--- config.mk ---
export PLATFORM = sky130hd
export DESIGN_NAME = ps2_keyboard_receiver
export DESIGN_NICKNAME = d
export VERILOG_FILES = /design/src/rtl/ps2_keyboard_receiver_pkg.sv /design/src/rtl/ps2_keyboard_receiver_key_fifo.sv /design/src/rtl/ps2_keyboard_receiver.sv
export SDC_FILE = /design/constraint.sdc
export NUM_CORES = 1
export LEC_CHECK = 0
export ABC_CLOCK_PERIOD_IN_PS = 3210
export BUFFER_PORTS_ARGS = -buffer_cell sky130_fd_sc_hd__buf_2
export CAP_MARGIN = 15
export CORE_ASPECT_RATIO = 0.75
export CORE_MARGIN = 5
export CORE_UTILIZATION = 31
export CTS_BUF_LIST = sky130_fd_sc_hd__clkbuf_4 sky130_fd_sc_hd__clkbuf_8
export DETAILED_ROUTE_END_ITERATION = 6
export HOLD_SLACK_MARGIN = 0.08
export PLACE_DENSITY = 0.58
export SLEW_MARGIN = 40
export SYNTH_ARGS = -nofsm -noshare
export SYNTH_HDL_FRONTEND = slang
export SYNTH_SLANG_ARGS = --single-unit
--- constraint.sdc ---
create_clock -name Clk -period 3.21 [get_ports Clk]
set_input_delay 0.1605 -clock Clk [delete_from_list [all_inputs] [get_ports Clk]]
set_output_delay 0.1605 -clock Clk [all_outputs]
set_load 0.01 [all_outputs]
--- src/rtl/ps2_keyboard_receiver_pkg.sv ---
// Shared types, scan-code constants and helper functions for the PS/2 keyboard receiver.
// Maps scan-code set 2 make codes onto ASCII for letters, digits, space and enter.
package ps2_pkg;

    typedef enum logic [1:0] {
        ST_IDLE   = 2'd0,
        ST_DATA   = 2'd1,
        ST_PARITY = 2'd2,
        ST_STOP   = 2'd3
    } frame_state_t;

    localparam logic [7:0] SC_EXT    = 8'hE0;
    localparam logic [7:0] SC_BRK    = 8'hF0;
    localparam logic [7:0] SC_LSHIFT = 8'h12;
    localparam logic [7:0] SC_RSHIFT = 8'h59;

    // Odd parity: data bits together with the parity bit must hold an odd number of ones.
    function automatic logic odd_parity_ok(input logic [7:0] data, input logic par);
        return ^{data, par};
    endfunction

    function automatic logic [7:0] scan_to_ascii(input logic [7:0] code, input logic shift);
        logic [7:0] base;
        logic [7:0] shifted;
        base    = 8'h00;
        shifted = 8'h00;
        case (code)
            8'h1C: base = 8'h61;
            8'h32: base = 8'h62;
            8'h21: base = 8'h63;
            8'h23: base = 8'h64;
            8'h24: base = 8'h65;
            8'h2B: base = 8'h66;
            8'h34: base = 8'h67;
            8'h33: base = 8'h68;
            8'h43: base = 8'h69;
            8'h3B: base = 8'h6A;
            8'h42: base = 8'h6B;
            8'h4B: base = 8'h6C;
            8'h3A: base = 8'h6D;
            8'h31: base = 8'h6E;
            8'h44: base = 8'h6F;
            8'h4D: base = 8'h70;
            8'h15: base = 8'h71;
            8'h2D: base = 8'h72;
            8'h1B: base = 8'h73;
            8'h2C: base = 8'h74;
            8'h3C: base = 8'h75;
            8'h2A: base = 8'h76;
            8'h1D: base = 8'h77;
            8'h22: base = 8'h78;
            8'h35: base = 8'h79;
            8'h1A: base = 8'h7A;
            8'h45: begin base = 8'h30; shifted = 8'h29; end
            8'h16: begin base = 8'h31; shifted = 8'h21; end
            8'h1E: begin base = 8'h32; shifted = 8'h40; end
            8'h26: begin base = 8'h33; shifted = 8'h23; end
            8'h25: begin base = 8'h34; shifted = 8'h24; end
            8'h2E: begin base = 8'h35; shifted = 8'h25; end
            8'h36: begin base = 8'h36; shifted = 8'h5E; end
            8'h3D: begin base = 8'h37; shifted = 8'h26; end
            8'h3E: begin base = 8'h38; shifted = 8'h2A; end
            8'h46: begin base = 8'h39; shifted = 8'h28; end
            8'h29: begin base = 8'h20; shifted = 8'h20; end
            8'h5A: begin base = 8'h0D; shifted = 8'h0D; end
            default: begin base = 8'h00; shifted = 8'h00; end
        endcase
        // Letters share one rule for upper case instead of a second table column.
        if (base >= 8'h61 && base <= 8'h7A) begin
            shifted = base - 8'h20;
        end else begin
            shifted = shifted;
        end
        return shift ? shifted : base;
    endfunction

endpackage

--- src/rtl/ps2_keyboard_receiver_key_fifo.sv ---
// Synchronous character FIFO; a push while full only succeeds if a pop frees a slot in the same cycle.
module key_fifo
    import ps2_pkg::*;
#(
    parameter int unsigned DEPTH = 8,
    parameter int unsigned WIDTH = 8
) (
    input  logic             clk,
    input  logic             rst_n,
    input  logic             push,
    input  logic [WIDTH-1:0] din,
    input  logic             pop,
    output logic [WIDTH-1:0] head,
    output logic             full,
    output logic             empty
);

    localparam int unsigned AW = $clog2(DEPTH);
    localparam int unsigned PW = AW + 1;

    logic [WIDTH-1:0] mem_r [DEPTH];
    logic [PW-1:0]    wr_ptr_r;
    logic [PW-1:0]    rd_ptr_r;
    logic             do_pop_s;
    logic             do_push_s;

    assign empty     = (wr_ptr_r == rd_ptr_r);
    assign full      = (wr_ptr_r[AW] != rd_ptr_r[AW]) && (wr_ptr_r[AW-1:0] == rd_ptr_r[AW-1:0]);
    assign do_pop_s  = pop & ~empty;
    assign do_push_s = push & (~full | do_pop_s);
    assign head      = mem_r[rd_ptr_r[AW-1:0]];

    // Storage and pointer update
    always_ff @(posedge clk or negedge rst_n) begin
        if (!rst_n) begin
            for (int i = 0; i < int'(DEPTH); i++) begin
                mem_r[i] <= '0;
            end
            wr_ptr_r <= '0;
            rd_ptr_r <= '0;
        end else begin
            if (do_push_s) begin
                mem_r[wr_ptr_r[AW-1:0]] <= din;
                wr_ptr_r                <= wr_ptr_r + PW'(1);
            end
            if (do_pop_s) begin
                rd_ptr_r <= rd_ptr_r + PW'(1);
            end
        end
    end

endmodule

--- src/rtl/ps2_keyboard_receiver.sv ---
// PS/2 keyboard receiver: conditions the line, deframes bytes, decodes set-2 make/break
// sequences to ASCII and buffers characters as the KBDR/KBSR data source.
module ps2_keyboard_receiver
    import ps2_pkg::*;
#(
    parameter int unsigned FIFO_DEPTH     = 8,
    parameter int unsigned FILTER_LEN     = 4,
    parameter int unsigned TIMEOUT_CYCLES = 50000
) (
    input  logic        Clk,
    input  logic        Reset_N,
    input  logic        PS2_CLK,
    input  logic        PS2_DAT,
    input  logic        Ack,
    output logic [15:0] Data_ToKBDR,
    output logic        Ready,
    output logic        Frame_Err,
    output logic        Overflow
);

    localparam int unsigned FCW = (FILTER_LEN > 2) ? $clog2(FILTER_LEN) : 1;
    localparam int unsigned TW  = $clog2(TIMEOUT_CYCLES + 1);

    logic [1:0]     clk_sync_r;
    logic [1:0]     dat_sync_r;
    logic           filt_r;
    logic [FCW-1:0] filt_cnt_r;
    logic           edge_r;
    logic           fall_r;
    logic [TW-1:0]  to_cnt_r;
    logic           timeout_s;

    frame_state_t   state_r, state_s;
    logic [2:0]     bit_cnt_r, bit_cnt_s;
    logic [7:0]     rx_byte_r, rx_byte_s;
    logic           par_ok_r, par_ok_s;
    logic           byte_vld_r, byte_vld_s;
    logic           frame_err_r, frame_err_s;

    logic           shift_r, shift_s;
    logic           brk_r, brk_s;
    logic           ext_r, ext_s;
    logic           is_shift_s;
    logic [7:0]     ascii_s;
    logic           push_s;

    logic [7:0]     head_s;
    logic           full_s;
    logic           empty_s;
    logic           overflow_r;

    // Two-flop synchronizers for both keyboard lines
    always_ff @(posedge Clk or negedge Reset_N) begin
        if (!Reset_N) begin
            clk_sync_r <= 2'b11;
            dat_sync_r <= 2'b11;
        end else begin
            clk_sync_r <= {clk_sync_r[0], PS2_CLK};
            dat_sync_r <= {dat_sync_r[0], PS2_DAT};
        end
    end

    // Glitch filter: the level only follows after FILTER_LEN consecutive differing samples
    always_ff @(posedge Clk or negedge Reset_N) begin
        if (!Reset_N) begin
            filt_r     <= 1'b1;
            filt_cnt_r <= '0;
            edge_r     <= 1'b0;
            fall_r     <= 1'b0;
        end else begin
            edge_r <= 1'b0;
            fall_r <= 1'b0;
            if (clk_sync_r[1] != filt_r) begin
                if (filt_cnt_r == FCW'(FILTER_LEN - 1)) begin
                    filt_r     <= clk_sync_r[1];
                    filt_cnt_r <= '0;
                    edge_r     <= 1'b1;
                    fall_r     <= filt_r;
                end else begin
                    filt_cnt_r <= filt_cnt_r + FCW'(1);
                end
            end else begin
                filt_cnt_r <= '0;
            end
        end
    end

    // Inactivity counter, saturating so an idle line never wraps into a false timeout
    always_ff @(posedge Clk or negedge Reset_N) begin
        if (!Reset_N) begin
            to_cnt_r <= '0;
        end else if (edge_r) begin
            to_cnt_r <= '0;
        end else if (to_cnt_r != TW'(TIMEOUT_CYCLES)) begin
            to_cnt_r <= to_cnt_r + TW'(1);
        end else begin
            to_cnt_r <= to_cnt_r;
        end
    end

    assign timeout_s = (state_r != ST_IDLE) && (to_cnt_r == TW'(TIMEOUT_CYCLES));

    // Frame FSM state register
    always_ff @(posedge Clk or negedge Reset_N) begin
        if (!Reset_N) begin
            state_r     <= ST_IDLE;
            bit_cnt_r   <= 3'd0;
            rx_byte_r   <= 8'h00;
            par_ok_r    <= 1'b0;
            byte_vld_r  <= 1'b0;
            frame_err_r <= 1'b0;
        end else begin
            state_r     <= state_s;
            bit_cnt_r   <= bit_cnt_s;
            rx_byte_r   <= rx_byte_s;
            par_ok_r    <= par_ok_s;
            byte_vld_r  <= byte_vld_s;
            frame_err_r <= frame_err_s;
        end
    end

    // Frame FSM next state: one step per filtered falling edge; timeout silently abandons
    always_comb begin
        state_s     = state_r;
        bit_cnt_s   = bit_cnt_r;
        rx_byte_s   = rx_byte_r;
        par_ok_s    = par_ok_r;
        byte_vld_s  = 1'b0;
        frame_err_s = 1'b0;
        if (timeout_s) begin
            state_s = ST_IDLE;
        end else if (fall_r) begin
            case (state_r)
                ST_IDLE: begin
                    if (!dat_sync_r[1]) begin
                        state_s   = ST_DATA;
                        bit_cnt_s = 3'd0;
                    end else begin
                        state_s = ST_IDLE;
                    end
                end
                ST_DATA: begin
                    rx_byte_s = {dat_sync_r[1], rx_byte_r[7:1]};
                    bit_cnt_s = bit_cnt_r + 3'd1;
                    if (bit_cnt_r == 3'd7) begin
                        state_s = ST_PARITY;
                    end else begin
                        state_s = ST_DATA;
                    end
                end
                ST_PARITY: begin
                    par_ok_s = odd_parity_ok(rx_byte_r, dat_sync_r[1]);
                    state_s  = ST_STOP;
                end
                ST_STOP: begin
                    if (dat_sync_r[1] && par_ok_r) begin
                        byte_vld_s = 1'b1;
                    end else begin
                        frame_err_s = 1'b1;
                    end
                    state_s = ST_IDLE;
                end
                default: begin
                    state_s = ST_IDLE;
                end
            endcase
        end else begin
            state_s = state_r;
        end
    end

    assign is_shift_s = (rx_byte_r == SC_LSHIFT) || (rx_byte_r == SC_RSHIFT);
    assign ascii_s    = scan_to_ascii(rx_byte_r, shift_r);

    // Decoder flags
    always_ff @(posedge Clk or negedge Reset_N) begin
        if (!Reset_N) begin
            shift_r <= 1'b0;
            brk_r   <= 1'b0;
            ext_r   <= 1'b0;
        end else begin
            shift_r <= shift_s;
            brk_r   <= brk_s;
            ext_r   <= ext_s;
        end
    end

    // Decoder: prefixes arm flags, the next real code is consumed under them and clears them
    always_comb begin
        shift_s = shift_r;
        brk_s   = brk_r;
        ext_s   = ext_r;
        push_s  = 1'b0;
        if (!byte_vld_r) begin
            push_s = 1'b0;
        end else if (rx_byte_r == SC_EXT) begin
            ext_s = 1'b1;
        end else if (rx_byte_r == SC_BRK) begin
            brk_s = 1'b1;
        end else begin
            brk_s = 1'b0;
            ext_s = 1'b0;
            if (ext_r) begin
                push_s = 1'b0;
            end else if (brk_r) begin
                shift_s = is_shift_s ? 1'b0 : shift_r;
            end else if (is_shift_s) begin
                shift_s = 1'b1;
            end else begin
                push_s = (ascii_s != 8'h00);
            end
        end
    end

    key_fifo #(
        .DEPTH (FIFO_DEPTH),
        .WIDTH (8)
    ) u_key_fifo (
        .clk   (Clk),
        .rst_n (Reset_N),
        .push  (push_s),
        .din   (ascii_s),
        .pop   (Ack),
        .head  (head_s),
        .full  (full_s),
        .empty (empty_s)
    );

    // Sticky overflow; a coincident Ack frees the slot so that push is not a drop
    always_ff @(posedge Clk or negedge Reset_N) begin
        if (!Reset_N) begin
            overflow_r <= 1'b0;
        end else if (push_s && full_s && !Ack) begin
            overflow_r <= 1'b1;
        end else begin
            overflow_r <= overflow_r;
        end
    end

    assign Ready       = ~empty_s;
    assign Data_ToKBDR = empty_s ? 16'h0000 : {8'h00, head_s};
    assign Frame_Err   = frame_err_r;
    assign Overflow    = overflow_r;

endmodule

* Word-level counts from Yosys, hierarchy flattened
Cells that the tools add are included.
Cells by class: bitwise logic cells 11, equality and inequality tests 55, order comparisons 5, mux-type cells 46, reduce and logical (&&, ||, !) cells 23, add/sub/neg operators 6, multipliers 0, div/mod/pow operators 0, shifts and indexed selects 0
Operators with widths (count):
- 7-bit case mux with 38 select lines | 1
- 8-bit by 6-bit equality test with 1-bit output (second input constant) | 23
- 7-bit case mux with 12 select lines | 1
- 8-bit by 7-bit equality test with 1-bit output (second input constant) | 9
- 64-bit bitwise mux | 1
- 8-bit by 5-bit equality test with 1-bit output (second input constant) | 8
- 8-bit 2-to-1 mux | 6
- 16-bit 2-to-1 mux | 2
- 1-bit 2-to-1 mux | 25
- 8-bit binary-select mux with 3-bit select | 1
- 8-bit demux with 3-bit select | 1
- 16-bit by 1-bit adder with 16-bit output (second input constant) | 1
- 16-bit equality test (second input constant) | 1
- 8-bit equality test (second input constant) | 2
- 16-bit inequality test (second input constant) | 1
- 2-bit 2-to-1 mux | 5
- 9-bit XOR reduction | 1
- 4-bit by 1-bit adder with 4-bit output (second input constant) | 2
- 4-bit >= comparator (second input constant) | 2
- 8-bit by 7-bit >= comparator with 1-bit output (second input constant) | 1
- 8-bit by 7-bit less-or-equal comparator with 1-bit output (second input constant) | 1
- 3-bit inverter with 4-bit output | 2
- 2-bit case mux with 4 select lines | 1
- 2-bit nonzero test | 4
- other kinds (25) | 44
Word-level totals: logic and storage cells 173, flip-flop bits (word level) 117, output and inout bits 19, bits in latches 0, memories 0, RAM bits 0, bits in read-only memories 0, input bits 5

* Longest topological paths before layout
Gate-level depths: netlist of run 1.
word-level depth 15, depth in mapped cells 12, gate-level depth less buffers 8

* Modules after synthesis
From an unflattened synthesis of run 1, not the netlist that was laid out.
Unflattened totals: cells, all modules 592, area, all modules 6737.7 um^2
Modules (own cells, without submodules):
- key_fifo | area each 3493.4 um^2, instances 1, cells each 215, sequential area each 1801.7 um^2
- ps2_keyboard_receiver | area each 3244.4 um^2, instances 1, cells each 377, sequential area each 1132.3 um^2

* Worst setup path before layout of run 1
No wires, ideal clock.
path type flip-flop to flip-flop, from reg u_key_fifo.rd_ptr_r[0], to reg u_key_fifo.mem_r[10] (netlist bit), slack 0.325 ns, arrival 2.761 ns, setup time 0.125 ns, path buffers 2, clock period less this slack 2.885 ns, cell stages (with the launch flop) 9, cell sequence dfrtp_1 clkbuf_1 xnor2_1 nand3_1 nor3_1 nor3_1 o311ai_0 buf_2 mux2_2
On the way: word-level cells in the longest chain between the ends 5, elaborated cells on any way between the ends 8
Ends and longest elaborated chain:
- start: declaration | line ps2_keyboard_receiver_key_fifo.sv:23 | logic [PW-1:0] rd_ptr_r;
- start signal: assignment | line ps2_keyboard_receiver_key_fifo.sv:47 | rd_ptr_r <= rd_ptr_r + PW'(1);
- 4-bit equality test / 3-bit equality test (equally long branches) | line ps2_keyboard_receiver_key_fifo.sv:27, ps2_keyboard_receiver_key_fifo.sv:28
- 1-bit inverter / 1-bit logical AND (equally long branches) | line ps2_keyboard_receiver_key_fifo.sv:29, ps2_keyboard_receiver_key_fifo.sv:28
- 1-bit AND / 1-bit inverter (equally long branches) | line ps2_keyboard_receiver_key_fifo.sv:29, ps2_keyboard_receiver_key_fifo.sv:30
- 1-bit OR * | line ps2_keyboard_receiver_key_fifo.sv:30 | assign do_push_s = push & (~full | do_pop_s);
- 1-bit AND * | line ps2_keyboard_receiver_key_fifo.sv:30
- end signal: indexed assignment | line ps2_keyboard_receiver_key_fifo.sv:43 | mem_r[wr_ptr_r[AW-1:0]] <= din;
- end: declaration | line ps2_keyboard_receiver_key_fifo.sv:21 | logic [WIDTH-1:0] mem_r [DEPTH];
Mark *: on every way between the ends. The rest lies on a longest branch, timed or not. A chain may end at the register's enable or synchronous reset.

* Worst setup path after layout of run 1
from reg rx_byte_r[5], to reg u_key_fifo.mem_r[3] (netlist bit)
On the way: word-level cells in the longest chain between the ends 14, elaborated cells on any way between the ends 60
Ends and longest elaborated chain:
- start: declaration | line ps2_keyboard_receiver.sv:35 | logic [7:0] rx_byte_r, rx_byte_s;
- start signal: assignment | line ps2_keyboard_receiver.sv:115 | rx_byte_r <= rx_byte_s;
- 8-bit by 7-bit equality test with 1-bit output, or another cell as far along | line ps2_keyboard_receiver_pkg.sv:27 | case (code)
- 7-bit case mux with 38 select lines | line ps2_keyboard_receiver_pkg.sv:27
- 8-bit by 7-bit >= comparator with 1-bit output / 8-bit by 7-bit less-or-equal comparator with 1-bit output (equally long branches) | line ps2_keyboard_receiver_pkg.sv:69 | if (base >= 8'h61 && base <= 8'h7A) begin
- 1-bit logical AND | line ps2_keyboard_receiver_pkg.sv:69
- 8-bit 2-to-1 mux | line ps2_keyboard_receiver_pkg.sv:69
- 8-bit 2-to-1 mux | line ps2_keyboard_receiver_pkg.sv:74 | return shift ? shifted : base;
- 8-bit nonzero test | line ps2_keyboard_receiver.sv:210 | push_s = (ascii_s != 8'h00);
- 1-bit 2-to-1 mux | line ps2_keyboard_receiver.sv:207 | end else if (is_shift_s) begin
- 1-bit 2-to-1 mux | line ps2_keyboard_receiver.sv:205 | end else if (brk_r) begin
- 1-bit 2-to-1 mux | line ps2_keyboard_receiver.sv:203 | if (ext_r) begin
- 1-bit 2-to-1 mux | line ps2_keyboard_receiver.sv:198 | end else if (rx_byte_r == SC_BRK) begin
- 1-bit 2-to-1 mux | line ps2_keyboard_receiver.sv:196 | end else if (rx_byte_r == SC_EXT) begin
- 1-bit 2-to-1 mux | line ps2_keyboard_receiver.sv:194 | if (!byte_vld_r) begin
- 1-bit AND | line ps2_keyboard_receiver_key_fifo.sv:30
Parallel ways exist; a longest one is shown, timed or not.

==> results of run 1 <==
==> metrics by stage <==
| stage | setup WS (ns) | hold WS (ns) |
|---|---|---|
| after floorplan | 0.325 | -0.135 |
| after global placement | 0.126 | 0.253 |
| after detailed placement | 0.0710 | 0.253 |
| after CTS | 0.0569 | 0.123 |
| after global routing | 0.00444 | 0.143 |
| final | 0.122 | 0.148 |
==> layout make-up <==
| cell class | instances | area [sq um] | area share, % |
|---|---|---|---|
| inverters | 24 | 90.1 | 1.12 |
| clock inverters | 5 | 25.0 | 0.310 |
| flip-flops and latches | 117 | 2940 | 36.4 |
| repair buffers | 88 | 708 | 8.78 |
| multi-input cells | 457 | 3620 | 44.9 |
| well taps | 294 | 368 | 4.56 |
| clock buffers | 24 | 318 | 3.94 |
==> cells in the final DEF, fill, tap and decap left out, types with 14 or more instances in the layout <==
| master | n |
|---|---|
| xnor2_1 | 15 |
| dfrtp_1 | 111 |
| nor2_1 | 46 |
| clkbuf_8 | 22 |
| inv_1 | 23 |
| mux2_2 | 35 |
| buf_4 | 65 |
| a21oi_1 | 22 |
| buf_2 | 14 |
| xor2_1 | 15 |
| o21ai_0 | 24 |
| mux2i_1 | 18 |
| nand3_1 | 18 |
| nor2b_1 | 15 |
| mux4_2 | 16 |
| nand2_1 | 41 |
==> report_power, final <==
part           switching, W  total (W)  internal (W)
registers          0.000132    0.00173       0.00160
clock network      0.000558    0.00119      0.000634
logic              0.000551    0.00106      0.000504
total               0.00124    0.00398       0.00274
==> per-layer routing <==
| metal | GRT usage, % | routed length, um |
|---|---|---|
| met5 | 0 | 0 |
| met4 | 2.33 | 62 |
| met3 | 3.26 | 901 |
| met2 | 20.4 | 7440 |
| met1 | 21.2 | 8680 |
==> synth_stat cells (4+ instances only) <==
| cell type | n | area share, % |
|---|---|---|
| dfrtp_1 | 112 | 41 |
| nor2_1 | 46 | 2.5 |
| nand2_1 | 41 | 2.3 |
| mux2_2 | 35 | 5.8 |
| o21ai_0 | 25 | 1.8 |
| inv_1 | 23 | 1.3 |
| a21oi_1 | 22 | 1.6 |
| mux2i_1 | 19 | 2.8 |
| buf_2 | 18 | 1.3 |
| clkbuf_1 | 18 | 0.99 |
| nand3_1 | 18 | 1.3 |
| mux4_2 | 16 | 5.3 |
| nor2b_1 | 15 | 1.4 |
| xnor2_1 | 15 | 1.9 |
| xor2_1 | 15 | 1.9 |
| and3_1 | 12 | 1.1 |
| nor3_1 | 12 | 0.88 |
| buf_4 | 9 | 0.99 |
| nand4_1 | 9 | 0.83 |
| nor3b_1 | 9 | 0.99 |
| a22oi_1 | 8 | 0.88 |
| ha_1 | 8 | 1.5 |
| mux2_4 | 8 | 1.8 |
| a31oi_1 | 7 | 0.64 |
| nand2b_1 | 7 | 0.64 |
| nor4bb_1 | 6 | 0.88 |
| or3_1 | 6 | 0.55 |
| dfstp_2 | 5 | 1.9 |
| nor4b_1 | 5 | 0.64 |
| o21ai_1 | 5 | 0.37 |
| buf_1 | 4 | 0.22 |
| o2111ai_1 | 4 | 0.51 |
| o211ai_1 | 4 | 0.44 |
==> tightest hold or removal path, cell delays in order <==
cell and delay, ns:
buf_2 0.10, nor3_1 0.11, a21o_1 0.17
==> worst min-delay path by stage <==
stage          startpoint       endpoint  cells past startpoint
2_1_floorplan     Reset_N      Frame_Err                      0
3_3_place_gp      Reset_N  filt_cnt_r[1]                      1
3_5_place_dp      Reset_N  filt_cnt_r[1]                      1
4_1_cts               Ack       Overflow                      3
5_1_grt               Ack       Overflow                      3
6_report              Ack       Overflow                      3
==> flip-flops by register name, indices dropped and copies added, names as in the netlist <==
signal               cells
dat_sync_r               2
Frame_Err                1
u_key_fifo.mem_r        64
state_r                  2
u_key_fifo.wr_ptr_r      4
u_key_fifo.rd_ptr_r      4
filt_cnt_r               2
rx_byte_r                8
Overflow                 1
filt_r                   1
fall_r                   1
brk_r                    1
byte_vld_r               1
shift_r                  1
par_ok_r                 1
to_cnt_r                16
bit_cnt_r                3
clk_sync_r               2
edge_r                   1
ext_r                    1
==> kinds of logic after synthesis <==
kind of cell,after synthesis,synth area share (%)
flip-flops,117,43.0
adder cells (fa/ha/maj),8,1.47
other,1,0.0550
AND/OR/NAND/NOR,213,18.4
multiplexers,80,15.9
AO/OA/AOI/OAI,118,12.2
XOR/XNOR,30,3.85
buffers and inverters,75,5.17
==> timing repair <==
action                     4_1_cts  5_1_grt
gates resized for setup          0        7
hold endpoints to repair        53        0
hold buffers                     3        0
setup endpoints to repair        0       48
==> reports/metrics.yaml, run 1 <==
sta:
  setup_viol: 0
  rsz0062_at_grt: "no"
  clock_skew_ns: 0.0102
  finalCriticalPeriod_ns: 3.09
  relSlewSlack_pct: 50.4
  slew_violations: 0
  period_share_pct: 96.2
  worst_slew_pin_slew_ns: 0.726
  hold_violations: 0
  max_freq_mhz: 324
  fin_setup_tns_ns: 0
synth:
  ys.warnings.count: 0
  synthFlopType: "dfrtp_1"
  avgSynthCellArea_sq_um: 10.6
  ys_types: 81
  synthArstFlopShare_pct: 100
  synthCells: 642
  synth_edf_count: 0
  ys_seq_area_share_pct: 43.0
  syn-cell-area_sq_mm: 0.00682
  ys_ff_latch: 117
cells_and_area:
  diodes: 0
  utilization_pct: 36.9
  finalInstanceArea_sq_mm: 0.00807
  area_growth_pct: 18.2
  drive_above_1_share_pct: 28.3
  fin_nets: 718
  final_cells: 1009
  n_fill_cell: 2190
clock_network:
  cts_tree: "yes"
  cts_root_buf: "clkbuf_8"
  post_cts_buffers: 0
  clk_latency_ns: 0.42
  cts.path.max_buffers: 2
  cts_made_buffers: 17
  clock_sinks: 117
  htree_levels: 4
  clk_pin_slew_ns: 0.07
global_route:
  antenna_found_initial: 0
  grt_pass1_wl_mm: 28.5
  track_usage_pct: 13.9
  overflow: 0
  grt_pass1_vias: 5153
  grt_max_degree: 55
routing:
  drc_errors: 0
  wl_per_cell_um: 16.9
  ant_nets: 0
  first_pass_iters: 5
  wirelength_mm: 17.1
  vias: 5185
  viasPerCell: 5.14
  dr.first_iter.drc_count: 422
place:
  io_buffers: 15
  gp_congestion: 0.906
  placed_cell_area_sq_mm: 0.00765
  placedCellCount: 977
  dpl.hpwl_mm: 12.2
status:
  status: "complete, no violations"
setup_path:
  worstSetupPathDepth: 9
  required_ns: 3.52
  crit_path_start: "rx_byte_r[5]"
  slowest_stage: "dfrtp_1"
  cp_num_buf_inv: 2
  critPathKind: "reg -> reg"
  r2r_setup_slack_ns: 0.12
  critical-path-top-delay-family: "simple AND/OR/NAND/NOR gates"
  reg2reg_to: "u_key_fifo.mem_r[3]"
  crit_chain: "or3b_4 > or4b_1 > a21oi_1 > or3_1 > o31ai_4 > buf_4 > nor4_4 > buf_12 > mux2_4"
  critPathCaptureType: "register"
  start_kind: "register"
  r2r_start: "rx_byte_r[5]"
  critical_path_arrival_ns: 3.40
  worst_path_largest_cell_delay_ns: 0.52
  crit_fanout: 13
  reg2reg_depth: 9
  critPathCapture: "u_key_fifo.mem_r[3]"
floorplanning:
  initial_core_util_pct: 31.2
  rows: 47
  die_area_sq_mm: 0.0251
  fp.dieW_um: 181
  dieHeight_um: 138
  pin_count: 24
  coreArea_sq_mm: 0.0219
worst_hold_path:
  min_path_type: "in -> reg"
job:
  cap_violations: 0
power:
  peakVddDrop_uv: 262
  powerDensity_mw_per_mm2: 493
  total_power_w: 0.00398
  leakagePower_nw: 3.61
No activity file was read; power rests on OpenSTA's default activity.
==> run 2, diff against run 1 <==
- CORE_MARGIN: 5 -> default
==> run 2 against run 1 <==
Net effect: sequential share of layout area increased by 0.28 points; critical endpoint is now u_key_fifo.mem_r[9]; non-clock buffer count decreased by 11; sequential power about the same; count of clock-buffer cells in the layout decreased by 6; critical path depth increased by 2; fmax increased by 1.5%; worst setup slack improved by 0.046 ns; combinational power about the same; hold slack improved by 0.050 ns; register-to-register slack improved by 0.05 ns; sequential cell count unchanged.
==> reports/metrics.yaml, run 2 (same netlist as run 1, synthesis figures left out) <==
cells_and_area:
  largest-register: "u_key_fifo.mem_r"
  drive_above_1_share_pct: 28.0  # -0.25 points
  final_cells: 995  # -1.4%
  finalInstanceArea_sq_mm: 0.00801  # -0.73%
  largest_register_ffs: 64  # unchanged
  multiInputGateArea_sq_mm: 0.00361  # -0.41%
  final_common_cell: "dfrtp_1"
  final_cell_mix: "dfrtp_1 (110), buf_4 (55), nor2_1 (45), nand2_1 (41), mux2_2 (35)"
  diodes: 0  # unchanged
  layout.area.seq_sq_mm: 0.00294  # about the same
  fin_nets: 707  # -1.5%
  area_growth_pct: 17.3
  n_fill_cell: 2146  # -2.0%
  top_regs: "u_key_fifo.mem_r x64, to_cnt_r x16, rx_byte_r x8"
  utilization_pct: 37.5  # +0.63 points
clock_network:
  cts.path.max_buffers: 2  # unchanged
  htree_levels: 4  # unchanged
  cts_root_buf: "clkbuf_8"
  clk_latency_ns: 0.44  # +0.02 ns
  cts_tree: "yes"
  clk_pin_slew_ns: 0.08  # about the same
  clock_sinks: 117  # unchanged
  cts_made_buffers: 17  # unchanged
routing:
  first_pass_iters: 5  # unchanged
  wl_met1_mm: 8.51  # -2.0%
  met2_wirelength_mm: 6.77  # -9.0%
  wirelength_mm: 16.3  # -4.5%
  ant_nets: 0  # unchanged
  drc_errors: 0  # unchanged
  viasPerCell: 5.17  # +0.57%
  dr.first_iter.drc_count: 380  # -10%
  vias: 5142  # -0.83%
  wl_per_cell_um: 16.4  # -3.2%
  top_layer: "met4"
  wl_met3_um: 916  # +1.7%
floorplanning:
  initial_core_util_pct: 32.0  # +0.76 points
  coreArea_sq_mm: 0.0214  # -2.4%
  dieHeight_um: 130  # -5.8%
  pin_count: 24  # unchanged
  die_area_sq_mm: 0.0226  # -9.9%
  fp.dieW_um: 173  # -4.4%
  rows: 46  # -2.1%
sta:
  finalCriticalPeriod_ns: 3.04  # -0.0462 ns
  period_share_pct: 94.8  # -1.4 points
  max_freq_mhz: 329  # +1.5%
  setup_viol: 0  # unchanged
  fin_setup_tns_ns: 0  # unchanged
  hold_violations: 0  # unchanged
  slew_violations: 0  # unchanged
  worst_slew_pin_slew_ns: 0.645  # -0.0810 ns
  clock_skew_ns: 0.0160  # +0.00574 ns
  setup_slack_ns: 0.168  # +0.0462 ns
  rsz0062_at_grt: "no"
  relSlewSlack_pct: 55.9  # +5.5 points
place:
  placedCellCount: 960  # -1.7%
  placed_cell_area_sq_mm: 0.00755  # -1.3%
  gp_congestion: 0.921  # +1.6%
  place_ws_ns: 0.109  # +0.0379 ns
  dpl.hpwl_mm: 11.7  # -3.9%
  io_buffers: 15  # unchanged
global_route:
  grt_max_degree: 57  # +3.6%
  track_usage_pct: 15.2  # +1.3 points
  overflow: 0  # unchanged
  grt_pass1_vias: 4858  # -5.7%
  grt_pass1_wl_mm: 26.9  # -5.9%
  antenna_found_initial: 0  # unchanged
power:
  powerDensity_mw_per_mm2: 510  # +3.4%
  peakVddDrop_uv: 504  # +92%
  leakagePower_nw: 3.55  # -1.7%
setup_path:
  required_ns: 3.56  # +0.04 ns
  critPathKind: "reg -> reg"
  crit_fanout: 10  # -3
  critPathCaptureType: "register"
  start_kind: "register"
  critical_path_arrival_ns: 3.39  # about the same
job:
  cap_violations: 0  # unchanged
worst_hold_path:
  min_path_type: "in -> reg"
status:
  status: "complete, no violations"
[run 2: layout make-up]
cell class                 instances  share of cell area, %
multi-input combinational        457                   45.0
timing repair buffer              77                   7.66
sequential                       117                   36.7
clock buffer                      18                   3.09
clock inverter                    14                   1.91
tap                              288                   4.50
inverter                          24                   1.13
[run 2: path summary, 6_finish.rpt]
path,startpoint,to,slack (ns),cells past startpoint
worst min register to register,clk_sync_r[0],clk_sync_r[1],0.36,0
worst min-delay path,Ack,u_key_fifo.rd_ptr_r[0],0.20,3
min in group asynchronous,Reset_N,Overflow,0.28,2
worst max-delay path,rx_byte_r[0],u_key_fifo.mem_r[9],0.17,11
max in group asynchronous,Reset_N,dat_sync_r[1],2.14,3
worst max register to register,rx_byte_r[0],u_key_fifo.mem_r[9],0.17,11
[run 2: power breakdown]
group | total, W | switching (W) | internal (W)
Clock | 0.00134 | 0.000625 | 0.000713
Sequential | 0.00172 | 0.000119 | 0.00160
Combinational | 0.00103 | 0.000548 | 0.000480
Total | 0.00408 | 0.00129 | 0.00279
[run 2: repair_timing]
action	CTS	global route
endpoints found under the setup margin	0	30
gates resized for setup	0	7
hold endpoints to repair	44	0
setup buffers	0	0
hold buffers	3	0
[run 2: layer usage]
metal | track usage, % | vias to the layer above
met2 | 21.6 | 135
met1 | 23.0 | 2558
met5 | 0 | -
met3 | 3.76 | 11
met4 | 3.33 | 0
li1 | - | 2438
[run 2: metrics by stage]
stage | hold WS [ns] | power [W]
global route | 0.188 | 0.00431
global placement | 0.211 | 0.00276
finish | 0.198 | 0.00408
detailed placement | 0.209 | 0.00278
CTS | 0.170 | 0.00413
floorplan | -0.135 | 0.00247
[run 2: critical path, cell delays in order (launching register included)]
cell	delay [ns]
dfrtp_1	0.51
buf_4	0.22
buf_4	0.17
and3b_1	0.20
o211ai_1	0.21
nand4_1	0.11
or4b_1	0.54
inv_2	0.12
a211oi_1	0.09
buf_4	0.16
o2111ai_1	0.41
a2bb2oi_1	0.23
